**config.mk**
```make
export PLATFORM = sky130hd
export DESIGN_NAME = radix4_booth_mac_flat
export DESIGN_NICKNAME = d
export VERILOG_FILES = /design/src/rtl/radix4_booth_mac_if.sv /design/src/rtl/radix4_booth_mac.sv /design/src/flat_wrapper.sv
export SDC_FILE = /design/constraint.sdc
export NUM_CORES = 1
export LEC_CHECK = 0
export CORE_ASPECT_RATIO = 1.25
export CORE_MARGIN = 4
export CORE_UTILIZATION = 40
export CTS_CLUSTER_SIZE = 25
export DETAILED_ROUTE_END_ITERATION = 7
export PLACE_DENSITY = 0.62
export REMOVE_ABC_BUFFERS = 1
export SLEW_MARGIN = 5
export SYNTH_ARGS = -nofsm -noshare
export SYNTH_HDL_FRONTEND = slang
export SYNTH_SLANG_ARGS = --single-unit
```
**constraint.sdc**
```tcl
create_clock -name clk -period 3.6 [get_ports clk]
set_clock_uncertainty 0.2 [all_clocks]
set_input_delay 0.72 -clock clk [delete_from_list [all_inputs] [get_ports clk]]
set_output_delay 0.72 -clock clk [all_outputs]
set_load 0.05 [all_outputs]
```
**src/rtl/radix4_booth_mac_if.sv**
```systemverilog
// Operand/result bundle for radix4_booth_mac: operand pair with tags in, product and accumulator out.
interface radix4_booth_mac_if #(
  parameter int unsigned WIDTH = 8,
  parameter int unsigned ACC_W = 24
);
  logic                     i_valid;
  logic signed [WIDTH-1:0]  i_x;
  logic signed [WIDTH-1:0]  i_y;
  logic                     i_first;
  logic                     i_last;
  logic                     o_valid;
  logic signed [2*WIDTH-1:0] o_prod;
  logic signed [ACC_W-1:0]  o_acc;
  logic                     o_acc_valid;
  logic                     o_ovf;

  modport master (
    output i_valid, i_x, i_y, i_first, i_last,
    input  o_valid, o_prod, o_acc, o_acc_valid, o_ovf
  );

  modport slave (
    input  i_valid, i_x, i_y, i_first, i_last,
    output o_valid, o_prod, o_acc, o_acc_valid, o_ovf
  );
endinterface

```
**src/rtl/radix4_booth_mac.sv**
```systemverilog
// Fully pipelined signed radix-4 Booth multiply-accumulate (latency WIDTH/2+2 to product).
// Define RADIX4_MAC_SAT_EN for a saturating accumulator with sticky o_ovf; default wraps.
module radix4_booth_mac #(
  parameter int unsigned WIDTH = 8,
  parameter int unsigned ACC_W = 24
) (
  input  logic clk,
  input  logic rst_n,
  radix4_booth_mac_if.slave bus
);
  localparam int unsigned N  = WIDTH / 2;
  localparam int unsigned MW = WIDTH + 2;
  localparam int unsigned PW = 2 * WIDTH;

  // Digit codes: 001=+1, 010=+2, 111=-1, 110=-2, 000=0
  function automatic logic [2:0] booth_digit(input logic [2:0] t);
    logic [2:0] d;
    d = 3'b000;
    case (t)
      3'b001, 3'b010: d = 3'b001;
      3'b011:         d = 3'b010;
      3'b100:         d = 3'b110;
      3'b101, 3'b110: d = 3'b111;
      default:        d = 3'b000;
    endcase
    return d;
  endfunction

  function automatic logic signed [MW-1:0] booth_pp(
    input logic [2:0]           d,
    input logic signed [MW-1:0] px,
    input logic signed [MW-1:0] nx,
    input logic signed [MW-1:0] p2x,
    input logic signed [MW-1:0] n2x
  );
    logic signed [MW-1:0] r;
    r = '0;
    case (d)
      3'b001:  r = px;
      3'b010:  r = p2x;
      3'b111:  r = nx;
      3'b110:  r = n2x;
      default: r = '0;
    endcase
    return r;
  endfunction

  logic                    s1_valid, s1_first, s1_last;
  logic signed [WIDTH-1:0] s1_x;
  logic [WIDTH-1:0]        s1_y;

  logic                 s2_valid, s2_first, s2_last;
  logic [2:0]           s2_dig [N];
  logic signed [MW-1:0] s2_px, s2_nx, s2_p2x, s2_n2x;

  logic                 p_valid [N];
  logic                 p_first [N];
  logic                 p_last  [N];
  logic signed [PW-1:0] p_sum   [N];
  logic [2:0]           p_dig   [N][N];
  logic signed [MW-1:0] p_px    [N];
  logic signed [MW-1:0] p_nx    [N];
  logic signed [MW-1:0] p_p2x   [N];
  logic signed [MW-1:0] p_n2x   [N];

  logic                 in_valid [N];
  logic                 in_first [N];
  logic                 in_last  [N];
  logic signed [PW-1:0] in_sum   [N];
  logic [2:0]           in_dig   [N][N];
  logic signed [MW-1:0] in_px    [N];
  logic signed [MW-1:0] in_nx    [N];
  logic signed [MW-1:0] in_p2x   [N];
  logic signed [MW-1:0] in_n2x   [N];

  logic [WIDTH:0]       yext_c;
  logic [2:0]           dig_c [N];
  logic signed [MW-1:0] xe_c;

  logic out_first, out_last;

  // Stage 1: input register; tags only meaningful with a valid term
  always_ff @(posedge clk or negedge rst_n) begin
    if (!rst_n) begin
      s1_valid <= 1'b0;
      s1_first <= 1'b0;
      s1_last  <= 1'b0;
      s1_x     <= '0;
      s1_y     <= '0;
    end else begin
      s1_valid <= bus.i_valid;
      s1_first <= bus.i_valid & bus.i_first;
      s1_last  <= bus.i_valid & bus.i_last;
      s1_x     <= bus.i_x;
      s1_y     <= bus.i_y;
    end
  end

  // Booth recoding with an implicit zero below the multiplier LSB
  always_comb begin
    yext_c = {s1_y, 1'b0};
    xe_c   = MW'(s1_x);
    for (int j = 0; j < N; j++) begin
      dig_c[j] = booth_digit(yext_c[2*j+2 -: 3]);
    end
  end

  // Stage 2: digits plus the four candidate multiples
  always_ff @(posedge clk or negedge rst_n) begin
    if (!rst_n) begin
      s2_valid <= 1'b0;
      s2_first <= 1'b0;
      s2_last  <= 1'b0;
      s2_px    <= '0;
      s2_nx    <= '0;
      s2_p2x   <= '0;
      s2_n2x   <= '0;
      for (int j = 0; j < N; j++) s2_dig[j] <= 3'b000;
    end else begin
      s2_valid <= s1_valid;
      s2_first <= s1_first;
      s2_last  <= s1_last;
      s2_px    <= xe_c;
      s2_nx    <= -xe_c;
      s2_p2x   <= xe_c <<< 1;
      s2_n2x   <= -(xe_c <<< 1);
      for (int j = 0; j < N; j++) s2_dig[j] <= dig_c[j];
    end
  end

  // Feed of each partial-product stage: stage 0 from stage 2, others from predecessor
  always_comb begin
    in_valid[0] = s2_valid;
    in_first[0] = s2_first;
    in_last[0]  = s2_last;
    in_sum[0]   = '0;
    in_dig[0]   = s2_dig;
    in_px[0]    = s2_px;
    in_nx[0]    = s2_nx;
    in_p2x[0]   = s2_p2x;
    in_n2x[0]   = s2_n2x;
    for (int j = 1; j < N; j++) begin
      in_valid[j] = p_valid[j-1];
      in_first[j] = p_first[j-1];
      in_last[j]  = p_last[j-1];
      in_sum[j]   = p_sum[j-1];
      in_dig[j]   = p_dig[j-1];
      in_px[j]    = p_px[j-1];
      in_nx[j]    = p_nx[j-1];
      in_p2x[j]   = p_p2x[j-1];
      in_n2x[j]   = p_n2x[j-1];
    end
  end

  // Stages 3..N+2: stage j adds digit j times x, weighted by 4^j (exact modulo 2^PW)
  always_ff @(posedge clk or negedge rst_n) begin
    if (!rst_n) begin
      for (int j = 0; j < N; j++) begin
        p_valid[j] <= 1'b0;
        p_first[j] <= 1'b0;
        p_last[j]  <= 1'b0;
        p_sum[j]   <= '0;
        p_px[j]    <= '0;
        p_nx[j]    <= '0;
        p_p2x[j]   <= '0;
        p_n2x[j]   <= '0;
        for (int i = 0; i < N; i++) p_dig[j][i] <= 3'b000;
      end
    end else begin
      for (int j = 0; j < N; j++) begin
        p_valid[j] <= in_valid[j];
        p_first[j] <= in_first[j];
        p_last[j]  <= in_last[j];
        p_sum[j]   <= in_sum[j] + (PW'(booth_pp(in_dig[j][j], in_px[j], in_nx[j],
                                                in_p2x[j], in_n2x[j])) <<< (2 * j));
        p_dig[j]   <= in_dig[j];
        p_px[j]    <= in_px[j];
        p_nx[j]    <= in_nx[j];
        p_p2x[j]   <= in_p2x[j];
        p_n2x[j]   <= in_n2x[j];
      end
    end
  end

  // Product output register; o_prod holds across bubbles
  always_ff @(posedge clk or negedge rst_n) begin
    if (!rst_n) begin
      bus.o_valid <= 1'b0;
      bus.o_prod  <= '0;
      out_first   <= 1'b0;
      out_last    <= 1'b0;
    end else begin
      bus.o_valid <= p_valid[N-1];
      out_first   <= p_first[N-1];
      out_last    <= p_last[N-1];
      if (p_valid[N-1]) bus.o_prod <= p_sum[N-1];
    end
  end

  logic signed [ACC_W-1:0] prod_ext_c;
  logic signed [ACC_W-1:0] acc_sum_c;

  assign prod_ext_c = ACC_W'(bus.o_prod);

`ifdef RADIX4_MAC_SAT_EN
  localparam logic signed [ACC_W-1:0] ACC_MAX = {1'b0, {(ACC_W-1){1'b1}}};
  localparam logic signed [ACC_W-1:0] ACC_MIN = {1'b1, {(ACC_W-1){1'b0}}};

  logic signed [ACC_W:0] wide_c;
  logic                  ovf_hit_c;

  // One guard bit exposes overflow; clamp toward the sign of the true sum
  always_comb begin
    wide_c    = (ACC_W+1)'(bus.o_acc) + (ACC_W+1)'(prod_ext_c);
    ovf_hit_c = wide_c[ACC_W] != wide_c[ACC_W-1];
    acc_sum_c = wide_c[ACC_W-1:0];
    if (ovf_hit_c) acc_sum_c = wide_c[ACC_W] ? ACC_MIN : ACC_MAX;
  end
`else
  assign acc_sum_c = bus.o_acc + prod_ext_c;
`endif

  // Accumulator: first-tagged term restarts the sum, bubbles leave it alone
  always_ff @(posedge clk or negedge rst_n) begin
    if (!rst_n) begin
      bus.o_acc       <= '0;
      bus.o_acc_valid <= 1'b0;
      bus.o_ovf       <= 1'b0;
    end else begin
      bus.o_acc_valid <= bus.o_valid & out_last;
      if (bus.o_valid) bus.o_acc <= out_first ? prod_ext_c : acc_sum_c;
`ifdef RADIX4_MAC_SAT_EN
      if (bus.o_valid) begin
        if (out_first)      bus.o_ovf <= 1'b0;
        else if (ovf_hit_c) bus.o_ovf <= 1'b1;
      end
`else
      bus.o_ovf <= 1'b0;
`endif
    end
  end
endmodule

```
**src/flat_wrapper.sv**
```systemverilog
// flat-port wrapper written by rule: the top's interface ports become plain ports
module radix4_booth_mac_flat 
#(
  parameter int unsigned WIDTH = 8,
  parameter int unsigned ACC_W = 24
)
  (clk, rst_n, bus_i_valid, bus_i_x, bus_i_y, bus_i_first, bus_i_last, bus_o_valid, bus_o_prod, bus_o_acc, bus_o_acc_valid, bus_o_ovf);
  radix4_booth_mac_if #(.WIDTH(WIDTH), .ACC_W(ACC_W)) bus_i ();
  input  logic clk;
  input  logic rst_n;
  input wire logic [$bits(bus_i.i_valid)-1:0] bus_i_valid;
  input wire logic [$bits(bus_i.i_x)-1:0] bus_i_x;
  input wire logic [$bits(bus_i.i_y)-1:0] bus_i_y;
  input wire logic [$bits(bus_i.i_first)-1:0] bus_i_first;
  input wire logic [$bits(bus_i.i_last)-1:0] bus_i_last;
  output wire logic [$bits(bus_i.o_valid)-1:0] bus_o_valid;
  output wire logic [$bits(bus_i.o_prod)-1:0] bus_o_prod;
  output wire logic [$bits(bus_i.o_acc)-1:0] bus_o_acc;
  output wire logic [$bits(bus_i.o_acc_valid)-1:0] bus_o_acc_valid;
  output wire logic [$bits(bus_i.o_ovf)-1:0] bus_o_ovf;
  assign bus_i.i_valid = bus_i_valid;
  assign bus_i.i_x = bus_i_x;
  assign bus_i.i_y = bus_i_y;
  assign bus_i.i_first = bus_i_first;
  assign bus_i.i_last = bus_i_last;
  assign bus_o_valid = bus_i.o_valid;
  assign bus_o_prod = bus_i.o_prod;
  assign bus_o_acc = bus_i.o_acc;
  assign bus_o_acc_valid = bus_i.o_acc_valid;
  assign bus_o_ovf = bus_i.o_ovf;
  radix4_booth_mac #(.WIDTH(WIDTH), .ACC_W(ACC_W)) u_core (.clk(clk), .rst_n(rst_n), .bus(bus_i));
endmodule
```
Word-level counts from Yosys, hierarchy flattened
Cells that the tools add are included.

Reductions and logical operators: 6. Multiplexer cells: 9. Eq/ne operators: 37. Bitwise gates (word level): 3. Add/sub/neg operators: 6.

Operator list (count): $pmux 10 s4 (4); $eq 3x3->1 const B (17); $pmux 3 s4 (3); $eq 3x2->1 const B (10); $add 24x16->24 (1); $mux 24 (1); $eq 3x1->1 const B (7); $add 16x14->16 (1); $add 16x16->16 (1); $add 10x12->13 (1); $reduce_or 2->1 (6); $neg 8->10 (1); $neg 9->10 (1); $pmux 3 s3 (1); $eq 2x2->1 const B (2); $and 1x1->1 (3); $eq 2x1->1 const B (1).

Bits of input ports: 21. Bits in registers: 310. Word-level logic and storage cells: 117.

Logic depth before layout (Yosys ltp)
Depth after elaboration: 3. Mapped depth: 15. Gate-level depth less buffers: 13.

Worst setup path after synthesis
No wires, ideal clock.

Path type: reg2reg. Start: register u_core.p_dig, in the netlist u_core.in_dig[0]. End: register u_core.p_sum[15] (netlist bit). Clock period less this slack: 3.261 ns. Library setup time: 0.134 ns. Data arrival time: 2.927 ns. Slack: 0.339 ns. Buffers on the path: 2. Stages on the path, launching flop included: 14. Data required time: 3.266 ns. Cell sequence: dfrtp_1 > clkbuf_1 > buf_1 > nor2b_1 > a22oi_1 > o22ai_1 > ha_1 > a21oi_1 > o21ai_1 > a21oi_1 > o21ai_1 > a21o_1 > a21oi_1 > xnor3_1.

Longest elaborated chain between the ends: 3.

RTL lines: from (decl) (RTL line radix4_booth_mac.sv:60) `logic [2:0] p_dig [N][N];`; from (signal, indexed assignment) (RTL line radix4_booth_mac.sv:176) `p_dig[j] <= in_dig[j];`; $eq 3x3->1 (tied with other cells) (RTL line radix4_booth_mac.sv:38) `case (d)`; $pmux 10 s4 (*) (RTL line radix4_booth_mac.sv:38); $add 16x16->16 (*) (RTL line radix4_booth_mac.sv:174) `p_sum[j] <= in_sum[j] + (PW'(booth_pp(in_dig[j][j], in_px[j], in_nx[j],`; to (signal, indexed assignment) (RTL line radix4_booth_mac.sv:174); to (decl) (RTL line radix4_booth_mac.sv:59) `logic signed [PW-1:0] p_sum [N];`.

Mark *: on every way between the ends. The rest lies on a longest branch, timed or not. A chain may end at the register's enable or synchronous reset.

Worst setup path in the final report
Start: register u_core.p_dig, in the netlist u_core.in_dig[2]. End: register u_core.p_sum[15] (netlist bit).

Same word-level chain as after synthesis.

==> summary.md <==
| Metric | Value |
|---|---|
| Synthesized instance count | 843 |
| First-pass GRT wire length | 30.59 mm |
| Maximum number of buffers from clock root to sink | 3 |
| Worst hold-check path type | input port to async pin |
| Number of cell rows | 64 |
| Most frequently used flop master after synthesis | dfrtp_1 |
| Areal power density over the cells | 896.1 nW/um^2 |
| Routed wire length | 17.96 mm |
| Initial Utilization | 40.72% |
| Proportion of synthesized chip area in sequential cells | 57.68% |
| Number of distinct library cell variants in the gate-level netlist after synthesis | 63 |
| Clk pin slew, worst setup/hold paths | 60 ps |
| Max-capacitance violation count | 0 |
| Pin count of the biggest net entering global routing | 91 |
| Violation count after the first detailed-routing iteration | 162 |
| Share of final-layout standard cells stronger than drive strength 1 | 9.462% |
| Number of antenna violations at the first check in global routing | 0 |
| Die Area | 27550 sq um |
| Highest metal layer with signal wires | met4 |
| Endpoint kind of the worst setup timing path | flop |
| Time the final worst path needs with I/O delays and setup | 3319 ps |
| Total negative slack | 0 ps |
| Status | finished, final reports clean |
| Met3 wire length | 689 microns |
| Required time worst endpoint | 3770 ps |
| Final count of hold timing violations | 0 |
| Worst slew margin | 51.34% |
| Detailed placement HPWL | 13.43 mm |
| Syn Area/Cell | 11.84 sq um |
| Fraction of the cycle the final worst path needs | 92.18% |
| Wl on met1 | 7.049 mm |
| VDD IR-drop max | 0.3635 mV |
| Global-route usage over all layers | 13.37% |
| Post-CTS setup buffer count | 0 |
| Number of warning messages in the yosys log | 0 |
| Clock Tree Root | clkbuf_16 |
| Floorplan die height | 184.6 microns |
| Num CTS Buffers | 24 |
| Worst path arrival time | 3480 ps |
| Final setup violation count | 0 |
| Overflow left after global routing | 0 |
| Initial DRT Pass Iterations | 4 |
| Core area | 24500 sq um |
| Number of enable-type register cells in the synthesized netlist | 0 |
| Startpoint-to-endpoint class of the critical path | flop to flop |
| Synth async-reset ratio | 100.0% |
| I/O pin count | 64 |
| Biggest area contributors in the synthesized netlist | dfrtp_1, ha_1, a21oi_1, mux2i_1, xnor2_1 |
| Maximum clock rate | 0.3013 GHz |
| Remaining routing DRC violations | 0 |
| Antenna-violating nets left | 0 |
| Met2 routed WL | 9.701 mm |
| Drt wl/cell | 14.25 microns |
| Layout fillers | 2216 |
| Yosys top cell area share | 57.68% |
| Number of antenna repair diodes | 0 |
| Number of pins exceeding their max-slew limit in the final report | 0 |
| Netlist area before placement | 9978 sq um |
| Pleak | 5.425 nW |
| Clk_lat worst skew | 510 ps |
| Maximum level of the CTS H-tree | 1 |
| Worst hold slack after final layout | 19.12 ps |
| Slew at the pin closest to its max-slew limit | 729.9 ps |
| Nets@finish | 996 |
| Number of clock sinks | 230 |
| Flip-flop and latch count after synthesis | 230 |
| Die X-Extent | 149.3 microns |
| IO Port Bufs | 62 |
| Average via count per standard cell | 5.000 |
| Highest fanout seen on the critical path | 13 |
| Layout overhead on the synthesized area | 19.49% |
| RSZ-0062 raised after global routing | no |
| Yosys top cell by area | dfrtp_1 |
| Vias in the first global route | 6533 |
| Via count | 6300 |
| Clock tree from TritonCTS | done |
| Final estimated routing congestion in global placement | 0.8549 |
| CP startpoint kind | flop |
## final timing paths
check / from / to / slack [ps] / cells past startpoint
worst min register to register: u_core.in_sum[3] / u_core.p_sum[3] / 140 / 0
worst min-delay path: rst_n / u_core.s1_y[5] / 20 / 1
worst max register to register: u_core.in_dig[2] / u_core.p_sum[15] / 280 / 13
worst max-delay path: u_core.in_dig[2] / u_core.p_sum[15] / 280 / 13
max in group asynchronous: rst_n / u_core.in_nx[6] / 2350 / 2
min in group clk: u_core.in_sum[3] / u_core.p_sum[3] / 140 / 0
## cell usage in the layout, fill, tap and decap left out, drive strengths merged, types with 23 or more instances in the layout
cell	n
inv	38
mux2	23
clkbuf	31
nor2	57
clkdlybuf4s50	61
xnor2	30
o21ai	39
dfrtp	230
nand2	42
ha	57
mux2i	30
a21oi	71
## cells by family after synthesis
group,count (synthesis),synth area share (%)
XOR/XNOR,46,4.176
buffers and inverters,68,2.608
flip-flops,230,57.68
other,1,0.03758
AO/OA/AOI/OAI,209,13.42
adder cells (fa/ha/maj),61,7.950
AND/OR/NAND/NOR,175,8.527
multiplexers,53,5.605
## repair_timing
item / in CTS / in global routing
resized for setup: 0 / 1
hold buffers: 0 / 0
setup endpoints to repair: 0 / 1
## metal layers
layer	vias to the layer above	global-route usage, %
li1	3105	-
met1	3032	14.82
met2	121	25.80
met3	42	2.115
met4	0	4.432
met5	-	0
## final cells by class
type	instances	area, sq um	share of cell area (%)
Clock buffer	31	688.2	5.772
Clock inverter	11	211.5	1.774
Inverter	38	142.6	1.196
Multi-Input combinational cell	545	3963	33.24
Sequential cell	230	5757	48.28
Tap cell	330	412.9	3.463
Timing Repair Buffer	75	748.2	6.276
## synthesized netlist by cell type, drive strengths merged, types with 2 or more instances
library cell,count
nor2,57
o21ai,39
a22oi,18
nand3,13
and3,3
a21o,14
o22ai,19
nand2b,12
nor3,7
nor2b,19
o31ai,4
mux2i,30
dfrtp,230
xnor2,30
buf,7
nand3b,3
a21boi,3
o21bai,7
ha,57
o211a,2
or3,2
and2,8
inv,38
or2,3
mux2,23
nand2,42
o2bb2ai,2
fa,4
o221ai,3
xor2,15
o211ai,3
o22a,3
a22o,4
a221oi,2
a21oi,71
clkbuf,23
a31oi,7
a211oi,3
## metrics by stage
step	utilization (%)	power (mW)	std cells	instance area, sq um	worst slack, ps
finish	48.66	10.68	1260	11920	281.4
global route	48.66	11.42	1260	11920	3.563
CTS	48.65	10.82	1260	11920	173.7
detailed placement	44.98	8.014	1218	11020	165.7
global placement	44.98	7.953	1218	11020	312.8
floorplan	-	6.852	813	9861	451.1
## registers in the layout, indices dropped and copies added, names as in the netlist, 3 cells and up
signal and count:
u_core.bus.o_acc 24, u_core.bus.o_prod 16, u_core.in_dig 29, u_core.in_first 3, u_core.in_last 3, u_core.in_nx 27, u_core.in_px 24, u_core.in_sum 39
u_core.in_valid 3, u_core.p_sum 16, u_core.s1_x 8, u_core.s1_y 8, u_core.s2_nx 9, u_core.s2_px 8
## worst max-delay path, cell delays in order (launching register included)
cell and delay, ps:
dfrtp_2 480, or2_2 330, o21ai_0 150, a22oi_1 150
inv_1 90, ha_1 220, a21o_1 160, a21oi_1 210
o21ai_1 90, a21oi_1 230, o21ai_1 140, a21o_1 190
a21oi_1 200, xnor3_1 340
## report_power, final
part           switching [mW]  total, mW  internal (mW)
logic                    2.60       4.46           1.85
registers               0.392       3.49           3.10
clock network           0.960       2.73           1.77
total                    3.96       10.7           6.73
Note: power is estimated with default switching activity, not from simulation.
